`src/rtl/det_patgen_pkg.sv`:
```
// Pattern selection, march-element tables and LFSR constants for the BIST pattern generator.
package bist_pattern_sel;

   typedef enum logic [1:0] {
      PAT_ZERO_ONE     = 2'd0,
      PAT_CHECKERBOARD = 2'd1,
      PAT_MARCH_CM     = 2'd2,
      PAT_LFSR         = 2'd3
   } bist_pattern_sel_t;

   typedef enum logic [1:0] {
      OP_R0 = 2'd0,
      OP_R1 = 2'd1,
      OP_W0 = 2'd2,
      OP_W1 = 2'd3
   } march_op_t;

   typedef enum logic [1:0] {
      DIR_UP   = 2'd0,
      DIR_DOWN = 2'd1,
      DIR_ANY  = 2'd2
   } march_dir_t;

   typedef struct packed {
      march_dir_t dir;
      logic       two_ops;
      march_op_t  op0;
      march_op_t  op1;
   } march_elem_t;

   localparam int ELEM_IDX_W = 3;

   localparam logic [31:0] LFSR_POLY = 32'h8020_0003;
   localparam logic [31:0] LFSR_SEED = 32'hACE1_2345;

   localparam march_elem_t ZERO_ONE_TBL [4] = '{
      '{DIR_UP, 1'b0, OP_W0, OP_W0},
      '{DIR_UP, 1'b0, OP_R0, OP_R0},
      '{DIR_UP, 1'b0, OP_W1, OP_W1},
      '{DIR_UP, 1'b0, OP_R1, OP_R1}
   };

   localparam march_elem_t MARCH_CM_TBL [6] = '{
      '{DIR_UP,   1'b0, OP_W0, OP_W0},
      '{DIR_UP,   1'b1, OP_R0, OP_W1},
      '{DIR_UP,   1'b1, OP_R1, OP_W0},
      '{DIR_DOWN, 1'b1, OP_R0, OP_W1},
      '{DIR_DOWN, 1'b1, OP_R1, OP_W0},
      '{DIR_UP,   1'b0, OP_R0, OP_R0}
   };

   // LFSR data ignores the 0/1 polarity; only the read/write kind matters.
   localparam march_elem_t LFSR_TBL [2] = '{
      '{DIR_UP, 1'b0, OP_W0, OP_W0},
      '{DIR_UP, 1'b0, OP_R0, OP_R0}
   };

   function automatic logic [ELEM_IDX_W-1:0] num_elems(bist_pattern_sel_t p);
      case (p)
         PAT_ZERO_ONE, PAT_CHECKERBOARD: num_elems = 3'd4;
         PAT_MARCH_CM:                   num_elems = 3'd6;
         PAT_LFSR:                       num_elems = 3'd2;
         default:                        num_elems = 3'd0;
      endcase
   endfunction

   function automatic march_elem_t elem_at(bist_pattern_sel_t p, logic [ELEM_IDX_W-1:0] idx);
      elem_at = '{DIR_UP, 1'b0, OP_R0, OP_R0};
      case (p)
         PAT_ZERO_ONE, PAT_CHECKERBOARD: if (idx < 3'd4) elem_at = ZERO_ONE_TBL[idx[1:0]];
         PAT_MARCH_CM:                   if (idx < 3'd6) elem_at = MARCH_CM_TBL[idx];
         PAT_LFSR:                       if (idx < 3'd2) elem_at = LFSR_TBL[idx[0]];
         default:                        elem_at = '{DIR_UP, 1'b0, OP_R0, OP_R0};
      endcase
   endfunction

   function automatic logic [31:0] lfsr_next(logic [31:0] s);
      lfsr_next = {1'b0, s[31:1]} ^ (s[0] ? LFSR_POLY : 32'h0);
   endfunction

endpackage

```
`src/rtl/det_patgen_lfsr.sv`:
```
// 32-bit Galois LFSR data source; load returns it to the seed, advance steps it once.
`ifdef PATGEN_LFSR_EN
module patgen_lfsr
   import bist_pattern_sel::*;
(
   input  logic        clk,
   input  logic        rstb,
   input  logic        load,
   input  logic        advance,
   output logic [31:0] q
);

   logic [31:0] q_d, q_q;

   always_comb begin
      q_d = q_q;
      if (load) begin
         q_d = LFSR_SEED;
      end else if (advance) begin
         q_d = lfsr_next(q_q);
      end
   end

   always_ff @(posedge clk or negedge rstb) begin
      if (!rstb) begin
         q_q <= LFSR_SEED;
      end else begin
         q_q <= q_d;
      end
   end

   assign q = q_q;

endmodule
`endif

```
`src/rtl/det_patgen.sv`:
```
// SRAM march / background pattern generator driving the BIST op valid/ready interface.
// PATGEN_LFSR_EN adds the PAT_LFSR pattern; without it PAT_LFSR is rejected like an unknown pattern.
module det_patgen
   import bist_pattern_sel::*;
#(
   parameter int ADDR_WIDTH = 5,
   parameter int DEPTH      = 32,
   parameter int DATA_WIDTH = 32,
   parameter int MUX_RATIO  = 4
) (
   input  logic                  clk,
   input  logic                  rstb,
   input  logic                  start,
   input  bist_pattern_sel_t     pattern_sel,
   output logic                  op_valid,
   input  logic                  op_ready,
   output logic [ADDR_WIDTH-1:0] op_addr,
   output logic                  op_we,
   output logic [DATA_WIDTH-1:0] op_data,
   output logic                  busy,
   output logic                  done
);

   localparam logic [1:0] ST_IDLE = 2'd0;
   localparam logic [1:0] ST_RUN  = 2'd1;
   localparam logic [1:0] ST_DONE = 2'd2;

   localparam logic [ADDR_WIDTH-1:0] LAST_ADDR = ADDR_WIDTH'(DEPTH - 1);

   logic [1:0]            state_d, state_q;
   bist_pattern_sel_t     pat_d, pat_q;
   logic [ELEM_IDX_W-1:0] elem_d, elem_q;
   logic                  op_idx_d, op_idx_q;
   logic [ADDR_WIDTH-1:0] addr_d, addr_q;
   logic                  reject_d, reject_q;

   logic                  run, xfer, elem_end, last_elem, last_op;
   logic [ELEM_IDX_W-1:0] n_elems;
   march_elem_t           cur_elem;
   march_op_t             cur_op;
   logic [DATA_WIDTH-1:0] bg;

   function automatic logic [ELEM_IDX_W-1:0] active_elems(bist_pattern_sel_t p);
`ifdef PATGEN_LFSR_EN
      active_elems = num_elems(p);
`else
      active_elems = (p == PAT_LFSR) ? '0 : num_elems(p);
`endif
   endfunction

   function automatic logic [ADDR_WIDTH-1:0] first_addr(march_elem_t e);
      first_addr = (e.dir == DIR_DOWN) ? LAST_ADDR : '0;
   endfunction

   // Physical checkerboard through the column mux: bit i of word a sits at column i*MUX_RATIO + a%MUX_RATIO.
   function automatic logic [DATA_WIDTH-1:0] ckbd(logic [ADDR_WIDTH-1:0] a);
      ckbd = '0;
      for (int i = 0; i < DATA_WIDTH; i++) begin
         ckbd[i] = 1'((32'(a) / 32'(MUX_RATIO) + 32'(i) * 32'(MUX_RATIO)
                       + 32'(a) % 32'(MUX_RATIO)) & 32'd1);
      end
   endfunction

   assign run       = (state_q == ST_RUN);
   assign xfer      = run & op_ready;
   assign n_elems   = active_elems(pat_q);
   assign cur_elem  = elem_at(pat_q, elem_q);
   assign cur_op    = (op_idx_q && cur_elem.two_ops) ? cur_elem.op1 : cur_elem.op0;
   assign last_op   = !cur_elem.two_ops || op_idx_q;
   assign elem_end  = (cur_elem.dir == DIR_DOWN) ? (addr_q == '0) : (addr_q == LAST_ADDR);
   assign last_elem = (elem_q == n_elems - 1'b1);

   always_comb begin
      state_d  = state_q;
      pat_d    = pat_q;
      elem_d   = elem_q;
      op_idx_d = op_idx_q;
      addr_d   = addr_q;
      reject_d = 1'b0;
      case (state_q)
         ST_IDLE: begin
            // A rejected start spends one idle cycle so done lands two cycles after start.
            if (reject_q) begin
               state_d = ST_DONE;
            end else if (start) begin
               pat_d    = pattern_sel;
               elem_d   = '0;
               op_idx_d = 1'b0;
               addr_d   = first_addr(elem_at(pattern_sel, '0));
               if (active_elems(pattern_sel) != '0) begin
                  state_d = ST_RUN;
               end else begin
                  reject_d = 1'b1;
               end
            end
         end
         ST_RUN: begin
            if (op_ready) begin
               if (!last_op) begin
                  op_idx_d = 1'b1;
               end else begin
                  op_idx_d = 1'b0;
                  if (!elem_end) begin
                     addr_d = (cur_elem.dir == DIR_DOWN) ? addr_q - 1'b1 : addr_q + 1'b1;
                  end else if (last_elem) begin
                     state_d = ST_DONE;
                  end else begin
                     elem_d = elem_q + 1'b1;
                     addr_d = first_addr(elem_at(pat_q, elem_q + 1'b1));
                  end
               end
            end
         end
         ST_DONE: state_d = ST_IDLE;
         default: state_d = ST_IDLE;
      endcase
   end

   always_ff @(posedge clk or negedge rstb) begin
      if (!rstb) begin
         state_q  <= ST_IDLE;
         pat_q    <= PAT_ZERO_ONE;
         elem_q   <= '0;
         op_idx_q <= 1'b0;
         addr_q   <= '0;
         reject_q <= 1'b0;
      end else begin
         state_q  <= state_d;
         pat_q    <= pat_d;
         elem_q   <= elem_d;
         op_idx_q <= op_idx_d;
         addr_q   <= addr_d;
         reject_q <= reject_d;
      end
   end

`ifdef PATGEN_LFSR_EN
   logic [31:0]           lfsr_q;
   logic [DATA_WIDTH-1:0] lfsr_word;
   logic                  lfsr_load;

   // Reseed on start and again when the write element finishes, so reads replay the stream.
   assign lfsr_load = (state_q == ST_IDLE && start && !reject_q)
                    || (xfer && elem_q == '0 && last_op && elem_end);

   patgen_lfsr u_lfsr (
      .clk     (clk),
      .rstb    (rstb),
      .load    (lfsr_load),
      .advance (xfer),
      .q       (lfsr_q)
   );

   always_comb begin
      lfsr_word = '0;
      for (int i = 0; i < DATA_WIDTH; i++) begin
         lfsr_word[i] = lfsr_q[i % 32];
      end
   end
`endif

   always_comb begin
      bg      = (pat_q == PAT_CHECKERBOARD) ? ckbd(addr_q) : '0;
      op_data = (cur_op == OP_R1 || cur_op == OP_W1) ? ~bg : bg;
`ifdef PATGEN_LFSR_EN
      if (pat_q == PAT_LFSR) begin
         op_data = lfsr_word;
      end
`endif
      if (!run) begin
         op_data = '0;
      end
   end

   assign op_valid = run;
   assign busy     = run;
   assign done     = (state_q == ST_DONE);
   assign op_addr  = run ? addr_q : '0;
   assign op_we    = run & (cur_op == OP_W0 || cur_op == OP_W1);

endmodule

```
`config.mk`:
```
export PLATFORM = sky130hd
export DESIGN_NAME = det_patgen
export DESIGN_NICKNAME = d
export VERILOG_FILES = /design/src/rtl/det_patgen_pkg.sv /design/src/rtl/det_patgen_lfsr.sv /design/src/rtl/det_patgen.sv
export SDC_FILE = /design/constraint.sdc
export NUM_CORES = 1
export LEC_CHECK = 0
export BUFFER_PORTS_ARGS = -buffer_cell sky130_fd_sc_hd__buf_2
export CORE_ASPECT_RATIO = 0.75
export CORE_MARGIN = 5
export CORE_UTILIZATION = 30
export CTS_CLUSTER_SIZE = 16
export DETAILED_ROUTE_END_ITERATION = 10
export PLACE_DENSITY = 0.61
export SYNTH_ARGS = -nofsm -noshare
export SYNTH_HDL_FRONTEND = slang
export SYNTH_SLANG_ARGS = --single-unit
export TNS_END_PERCENT = 20
```
`constraint.sdc`:
```
create_clock -name clk -period 5.8 [get_ports clk]
set_clock_uncertainty 0.1 [all_clocks]
set_input_delay 1.16 -clock clk [delete_from_list [all_inputs] [get_ports clk]]
set_output_delay 1.16 -clock clk [all_outputs]
set_load 0.02 [all_outputs]
```
==> results.md, run 1 <==
- Relative slew margins: a little over half
- Initial DRC count: 74
- Final Hold Fails: 0
- Min-Delay Startpoint: state_q[1]
- CP arrival: 2.67 ns
- DRC Markers: 0
- Gpl congestion: ~0.76
- Synth unique cells: 47
- Vias in the first global route: 989
- Final setup vio count: 0
- Total grt overflow: 0
- Post-DP HPWL: 2.38 mm
- Cells along the critical path: inv_1, ha_1, or2_2, a21oi_1, nand2_1, mux2i_1, o22a_1, o31ai_2, buf_4, buf_2
- Layout cells sized above 1: 36.3%
- Fin crit period: 3.93 ns
- Hold Path Class: reg -> reg
- Yosys top cell area share: 24.6%
- Worst-margin pin slew: 0.667 ns
- Global-route usage over all layers: 9.72%
- Reg2reg start: elem_q[2]
- Critical path class: reg -> out
- RSZ-0062 raised after global routing: no
- Root Driver: clkbuf_8
- Area delta synth->final: 6.94%
- Setup crit start: elem_q[0]
- Worst Path Required: 4.54 ns
- Synth area leader: dfrtp_1
- Initial Util: a little under a third
- H-tree levels: 1
- Hold Buf Count CTS: 0
- Core area: between 4000 and 5000 µm²
- Synthesized flop and latch total: 14
- Total power: 0.000887 W
- Power Internal: slightly below 0.0004 W
- Worst-path clk slew: roughly 0.060 ns
- Post-synth EDFFs: 0
- Worst-skew pair later-pin latency: 0.25 ns
- Syn. warnings: 0
- Static leakage: about 0.74 nW
- Die width: 89.6 µm
- Clock Sinks: 14
- Via count: 1,185
- Die Y: 69.7 µm
- Post-synth top flop: dfrtp_1
- Post-CTS sizing: 0
- Max Freq: about 0.25 GHz
- Synth top area cells: dfrtp_1 (25%), buf_4 (17%), ha_1 (4.4%)
- First-pass DRT Iterations: 4
- Clock Power Share: 10.9%
- Startpoint Class: flop
- Post-synth top cells: buf_4 (32), dfrtp_1 (14), nand2_1 (13)
- Die ar.: 6240 µm²
- IO Pins: 47
- Routed wire length: approximately 3.1 mm
- Layout Nets: 191
- Logic gate share of total power: 67.9%
- Max rail drop VDD: 0.337 mV
- Count leader, synth: buf_4
- Period utilisation layout: between 60% and 70%
- Postcts setup bufs: 0
- Initial antenna violation count: 0
- Net Sw Frac: a little under three fifths
- Slowest stage delay, CP: 0.47 ns
- Ys async rst share: 100%
- Synthesized Nets: 177
- Port Buffer Count: 46
- MaxCap Viol Count: 0
- Sequential element share of the synthesized area: 24.6%
- Slowest cell on the critical path: dfrtp_1
- Worst setup EP type: primary output
- Outcome: finished clean
- First-pass GRT wire length: 4.84 mm
- Num CTS Buffers: 3
- CTS max path bufs: 2
- Antenna fix cells: 0
- Mapped Area: 1430 µm²
- Average size of a mapped cell: 8.59 µm²
- P per Cell Area: 582 nW/µm²
- Wire per inst: 13.0 µm
- Post-route ant nets: 0
- Maximum number of pins on one net before global-route repair: 33
- Critical path peak fanout: 32
- Sequential share of power: 21.3%
- Max Slew Vio Count: 0
- Row count: 21
- Routed vias/inst: 5.02
- Post-Syn Instances: approximately 170
- Sw Pwr: 0.000496 W
- Setup TNS: 0 ns
- CTS tree: yes
[registers in the layout, summed over array words and instances, names as in the netlist]
register	flops
state_q	2
addr_q	5
op_idx_q	1
pat_q	2
elem_q	3
reject_q	1
[power by group through the flow]
stage                     sequential [W]  combinational, W   clock, W
final                           0.000189          0.000602  0.0000962
after global routing            0.000197          0.000658   0.000107
after CTS                       0.000187          0.000608  0.0000993
after detailed placement        0.000188          0.000606          0
after global placement          0.000188          0.000603          0
after floorplan                 0.000149          0.000641          0
[final cells by class]
cell class | count | area [µm²]
flip-flops and latches | 14 | 350
clock buffers | 4 | 55.1
well taps | 57 | 71.3
repair buffers | 47 | 238
multi-input cells | 109 | 791
inverters | 5 | 18.8
fillers | 493 | 3000
[path summary, 6_finish.rpt]
kind	cells past startpoint	endpoint	slack [ns]
min	1	state_q[1]	0.39
max reg2reg	8	addr_q[4]	3.20
max in group asynchronous	1	elem_q[1]	4.63
max	10	op_data[18]	1.87
min in group asynchronous	1	addr_q[0]	0.71
min reg2reg	1	state_q[1]	0.39
[through the flow]
stage                     util [%]  std cells  setup slack (ns)  hold slack, ns  instance area, µm²
after floorplan                  -        166             0.369           0.348                1430
after global placement        32.5        232              2.25           0.378                1470
after detailed placement      32.5        232              2.16           0.381                1470
after CTS                     33.7        236              1.87           0.390                1520
after global routing          33.7        236              1.67           0.419                1520
final                         33.7        236              1.87           0.387                1520
[placed cells by master (no fill, tap or decap), types with 2 or more instances in the layout]
cell       n
nand2_1   13
a211oi_1   2
nand3_1    4
xor2_1     2
a21oi_1   10
inv_1      5
nor2b_1    3
clkbuf_8   4
or2_2      3
and2_1     5
a41oi_1    2
mux2i_1    2
nand2b_1   8
dfrtp_1   14
ha_1       5
a22o_1     4
nor2_1     7
a21o_1     4
or3b_1     2
buf_2     46
mux2_2     3
o21ai_0    6
[per-layer routing]
layer | vias up | track usage, % | wire length (µm)
met5 | - | 0 | 0
met2 | 64 | 12.5 | 1090
met1 | 532 | 15.5 | 1570
li1 | 585 | - | -
met3 | 4 | 3.09 | 409
met4 | 0 | 1.49 | 11
[worst max-delay path: cells and delay by family (launching register included)]
family | cells | cell delay, ns
muxes | 1 | 0.13
and+or+nand+nor | 2 | 0.40
buffers and inverters | 3 | 0.62
DFF | 1 | 0.47
AOI/OAI and AO/OA | 3 | 0.58
adders and majority gates | 1 | 0.21
[logic make-up (layout without fill, tap and decap cells)]
family / Yosys count / after routing / share of synthesized area (%)
simple gates: 55 / 55 / 21.5
mux: 5 / 5 / 3.78
flops: 14 / 14 / 24.6
xor+xnor: 3 / 3 / 1.84
buf+inv: 43 / 56 / 20.3
fa+ha+maj: 5 / 5 / 4.39
compound gates: 41 / 41 / 23.6
No activity file was read; power rests on OpenSTA's default activity.
==> inputs of run 2 (changes only) <==
PLACE_DENSITY = 0.63   (was 0.61)
clock period = 3.4 ns   (was 5.8 ns; I/O delays follow)
==> run 2 against run 1 <==
  * Wire length is 2.7% higher
  * Total power grew 75%
  * Die area unchanged
  * Core utilization up 0.75 points
  * Sequential power increased by 70%
  * Setup slack worse by 1.7 ns
  * Critical path type unchanged
  * Combinational power grew 76%
  * Largest power group unchanged
==> results.md, run 2 (synthesis results as in run 1) <==
- WHS: 0.218 ns
- Postcts setup bufs: 0
- Top Registers: addr_q (5), elem_q (3)
- Post-CTS sizing: 0
- Layout Nets: about 190
- Slowest cell on the critical path: or3b_1
- Routed wire length: 3.16 mm
- Relative slew margins: a little over half
- Global-route usage over all layers: between 10% and 20%
- Num CTS Buffers: 3
- Most common cell after layout, fill and taps aside: buf_2
- Top reg by flops: addr_q
- Wire per inst: 13.3 µm
- Routed vias/inst: 4.90
- Critical path peak fanout: 32
- Commonest cells after routing, fill and taps aside: buf_2 (46), nand2_1 (13), dfrtp_1 (12)
- DRC Markers: 0
- Worst setup EP type: primary output
- Period utilisation layout: 95.2%
- H-tree levels: 1
- Buf+Inv Stages, Crit Path: 2
- Setup WS pre-CTS: 0.316 ns
- Post-route ant nets: 0
- Die width: 89.6 µm
- MaxCap Viol Count: 0
- Initial antenna violation count: 0
- Reg2reg start: elem_q[1]
- Post-DP HPWL: ~2.4 mm
- IO Pins: 47
- First-pass GRT wire length: 5.23 mm
- Total grt overflow: 0
- Layout cells sized above 1: 39.2%
- Row count: 21
- Final setup vio count: 0
- Final Hold Fails: 0
- Max FFs per register: 5
- CP arrival: 2.46 ns
- Initial DRC count: 38
- Max rail drop VDD: 0.607 mV
- Cells along the critical path: or3b_1, a21oi_2, nand2_1, mux2i_1, o22a_1, o31ai_4, buf_6, buf_2
- Static leakage: between 0.7 and 0.8 nW
- Via count: 1,166
- Die Y: 69.7 µm
- Startpoint Class: flop
- Antenna fix cells: 0
- Critical path class: reg -> out
- Die ar.: between 6000 and 7000 µm²
- Worst-skew pair later-pin latency: 0.25 ns
- Clock Sinks: 14
- CTS max path bufs: 2
- RSZ-0062 raised after global routing: no
- Initial Util: a little under a third
- Slowest stage delay, CP: 0.53 ns
- Gpl congestion: 0.767
- Worst Path Required: 2.62 ns
- CTS tree: yes
- First-pass DRT Iterations: 4
- Worst-margin pin slew: between 0.6 and 0.7 ns
- Setup crit start: elem_q[1]
- Maximum number of pins on one net before global-route repair: 33
- Setup TNS: 0 ns
- Root Driver: clkbuf_8
- Port Buffer Count: 46
- Area delta synth->final: 9.31%
- Final core utilization: 34.5%
- Fin worst setup slack: 0.164 ns
- Vias in the first global route: 1,072
- Max Freq: 0.309 GHz
- Outcome: finished clean
- Core area: around 4500 µm²
- Worst path top cell family by delay: simple AND/OR/NAND/NOR gates
- Worst-path clk slew: around 0.06 ns
- Fin crit period: between 3 and 4 ns
- P per Cell Area: 993 nW/µm²
- Max Slew Vio Count: 0
- Hold Buf Count CTS: 0
- Hold Path Class: in -> async
## run 2: path summary, 6_finish.rpt
check	depth (start not counted)	slack, ns	endpoint
hold / removal	1	0.22	addr_q[3]
min in group clk	1	0.39	state_q[1]
hold reg to reg	1	0.39	state_q[1]
setup reg to reg	8	0.85	addr_q[4]
setup / recovery	8	0.16	op_data[29]
max in group asynchronous	1	2.71	elem_q[1]
## run 2: power by group
group | total (W) | internal [W] | switching (W)
Clock | 0.000169 | 0.000103 | 0.0000657
Combinational | 0.00106 | 0.000371 | 0.000686
Sequential | 0.000322 | 0.000212 | 0.000110
Total | 0.00155 | 0.000686 | 0.000862
## run 2: metrics by stage
stage,cells,power [W],area (µm²)
floorplan,166,0.00135,1450
global placement,234,0.00137,1500
detailed placement,234,0.00138,1500
CTS,238,0.00155,1550
global route,238,0.00168,1560
finish,238,0.00155,1560
## run 2: area by class of cell
type | count | area, µm²
clock buffer | 4 | 55.1
fill | 479 | 2960
inverter | 5 | 18.8
multi-input combinational | 109 | 803
sequential | 14 | 353
tap | 57 | 71.3
timing repair buffer | 49 | 256
## run 2: per-layer routing
layer | vias to the layer above | GRT usage (%) | wire, µm
met4 | 0 | 3.47 | 41
li1 | 589 | - | -
met5 | - | 0 | 0
met3 | 6 | 2.85 | 342
met2 | 50 | 14.4 | 1120
met1 | 521 | 15.8 | 1660
==> inputs of run 3 (changes only) <==
RECOVER_POWER = 100   (was not set)
==> run 3 against run 2 <==
  * First-iteration DRC count grew 21%
  * Maximum frequency grew 0.23%
  * Die area stayed put
  * Hold slack better by 0.17 ns
  * Global-route usage unchanged
  * Via count is 1.3% higher
  * Critical path depth rose by 2
  * Final area fell by 2.7%
  * Wire length is 0.28% higher
  * Total power fell by 1.6%
  * Sequential cell count is the same
  * Critical endpoint is now op_data[20]
  * Largest power group unchanged
==> results.md, run 3 (synthesis results as in run 1) <==
- Wire per inst: 13.3 µm
- Outcome: finished clean
- WHS: 0.391 ns
- IO Pins: 47
- Worst-margin pin slew: 1.06 ns
- Total power: 0.00152 W
- H-tree levels: 1
- DRC Markers: 0
- Hold Buf Count CTS: 0
- Fin cells: around 240
- Critical path class: reg -> out
- Clock Power Share: 11.0%
- Initial DRC count: 46
- Max Freq: 0.310 GHz
- Root Driver: clkbuf_8
- Final Instance Area: between 1500 and 2000 µm²
- Die width: 89.6 µm
- First-pass GRT wire length: 5.23 mm
- Port Buffer Count: 46
- RSZ-0062 raised after global routing: no
- Relative slew margins: 27.6%
- Global-route usage over all layers: 10.6%
- Hold Path Class: in -> async
- Static leakage: ~0.72 nW
- CTS tree: yes
- Worst Path Required: approximately 2.6 ns
- Core area: about 4500 µm²
- Antenna fix cells: 0
- Final Hold Fails: 0
- Startpoint Class: flop
- Die Y: 69.7 µm
- Final setup vio count: 0
- Row count: 21
- CP arrival: approximately 2.5 ns
- Die ar.: approximately 6200 µm²
- Max Slew Vio Count: 0
- Fin crit period: around 3.2 ns
- Worst-skew pair later-pin latency: 0.25 ns
- Logic gate share of total power: 68.0%
- Endpoint of the worst-slack reg-to-reg timing path: addr_q[4]
- Depth of the most critical reg-to-reg path: 6
- Commonest cells after routing, fill and taps aside: buf_2 (27), nand2_1 (13), dfrtp_1 (12), clkbuf_2 (12), a21oi_1 (9)
- Post-route ant nets: 0
- Vias in the first global route: 1,072
- Reg2reg start: elem_q[1]
- Routed vias/inst: slightly below 5
- Cell count after placement: approximately 230
- First-pass DRT Iterations: 4
- Maximum number of pins on one net before global-route repair: 33
- Gpl congestion: 0.767
- Max FFs per register: 5
- P per Cell Area: 1010 nW/µm²
- Sw Pwr: 0.000851 W
- CTS max path bufs: 2
- Top reg by flops: addr_q
- Layout Nets: 193
- Layout cells sized above 1: 34.3%
- Initial antenna violation count: 0
- Sequential share of power: a little over a fifth
- Area delta synth->final: 6.32%
- Post-Place Cell Area: 1500 µm²
- Initial Util: a little under a third
- Net Sw Frac: 55.9%
- Period utilisation layout: 95.0%
- Post-DP HPWL: 2.44 mm
- Via count: 1,181
- Critical path peak fanout: 32
- CP Capture Point: op_data[20]
- Total grt overflow: 0
- Worst-path clk slew: 0.06 ns
- Setup slack, reg-to-reg: ~0.18 ns
- Setup crit start: elem_q[1]
- Fin worst setup slack: between 0.15 and 0.2 ns
- Top Registers: addr_q (5), elem_q (3)
- Worst setup EP type: primary output
- Power Internal: 0.000672 W
- Setup WS pre-CTS: 0.316 ns
- Routed wire length: 3.17 mm
- Clock Sinks: 14
- # fillers: 488
- MaxCap Viol Count: 0
- Num CTS Buffers: 3
- Max rail drop VDD: around 0.61 mV
- Most common cell after layout, fill and taps aside: buf_2
[run 3: power by group through the flow]
stage               registers, W  clock network (W)  logic (W)
detailed placement      0.000321                  0    0.00106
finish                  0.000320           0.000167    0.00104
global placement        0.000320                  0    0.00105
floorplan               0.000254                  0    0.00110
global route            0.000331           0.000182    0.00114
CTS                     0.000318           0.000174    0.00106
[run 3: worst max-delay path: stages (launching register included)]
cell,delay (ns)
dfrtp_2,0.43
inv_1,0.10
ha_1,0.18
or2_2,0.29
a21oi_2,0.16
nand2_1,0.10
mux2i_1,0.14
o22a_1,0.22
o31ai_4,0.18
buf_6,0.22
clkbuf_2,0.20
[run 3: per-layer routing]
layer / up-vias / GRT usage [%] / share of wire (%)
met5: - / 0 / 0
met4: 0 / 3.47 / 1.3
met3: 6 / 2.85 / 10
met2: 50 / 14.4 / 36
met1: 540 / 15.8 / 52
li1: 585 / - / -
[run 3: area by class of cell]
cell class	count	area, µm²	share of cell area, %
tap	57	71.3	4.71
sequential	14	353	23.3
inverter	5	18.8	1.24
clock buffer	4	55.1	3.63
timing repair buffer	49	248	16.4
multi-input combinational	109	769	50.8
[run 3: per-stage QoR]
stage | TNS, ns | util (%)
global placement | 0 | 33.1
finish | 0 | 33.5
detailed placement | 0 | 33.1
global route | 0 | 33.5
CTS | 0 | 34.3
floorplan | -1.36 | -
[run 3: timing repair]
| item | in CTS | in global routing |
|---|---|---|
| setup buffers | 0 | 0 |
| resized for setup | 0 | 3 |
| setup endpoints to repair | 0 | 32 |
[run 3: worst min-delay path by stage]
stage | slack (ns) | cells after the start | end | startpoint
after detailed placement | 0.39 | 1 | state_q[1] | state_q[1]
after CTS | 0.23 | 1 | addr_q[0] | rstb
after floorplan | 0.28 | 0 | addr_q[0] | rstb
after global placement | 0.38 | 1 | state_q[1] | state_q[1]
final | 0.39 | 1 | addr_q[0] | rstb
after global routing | 0.42 | 1 | state_q[1] | state_q[1]
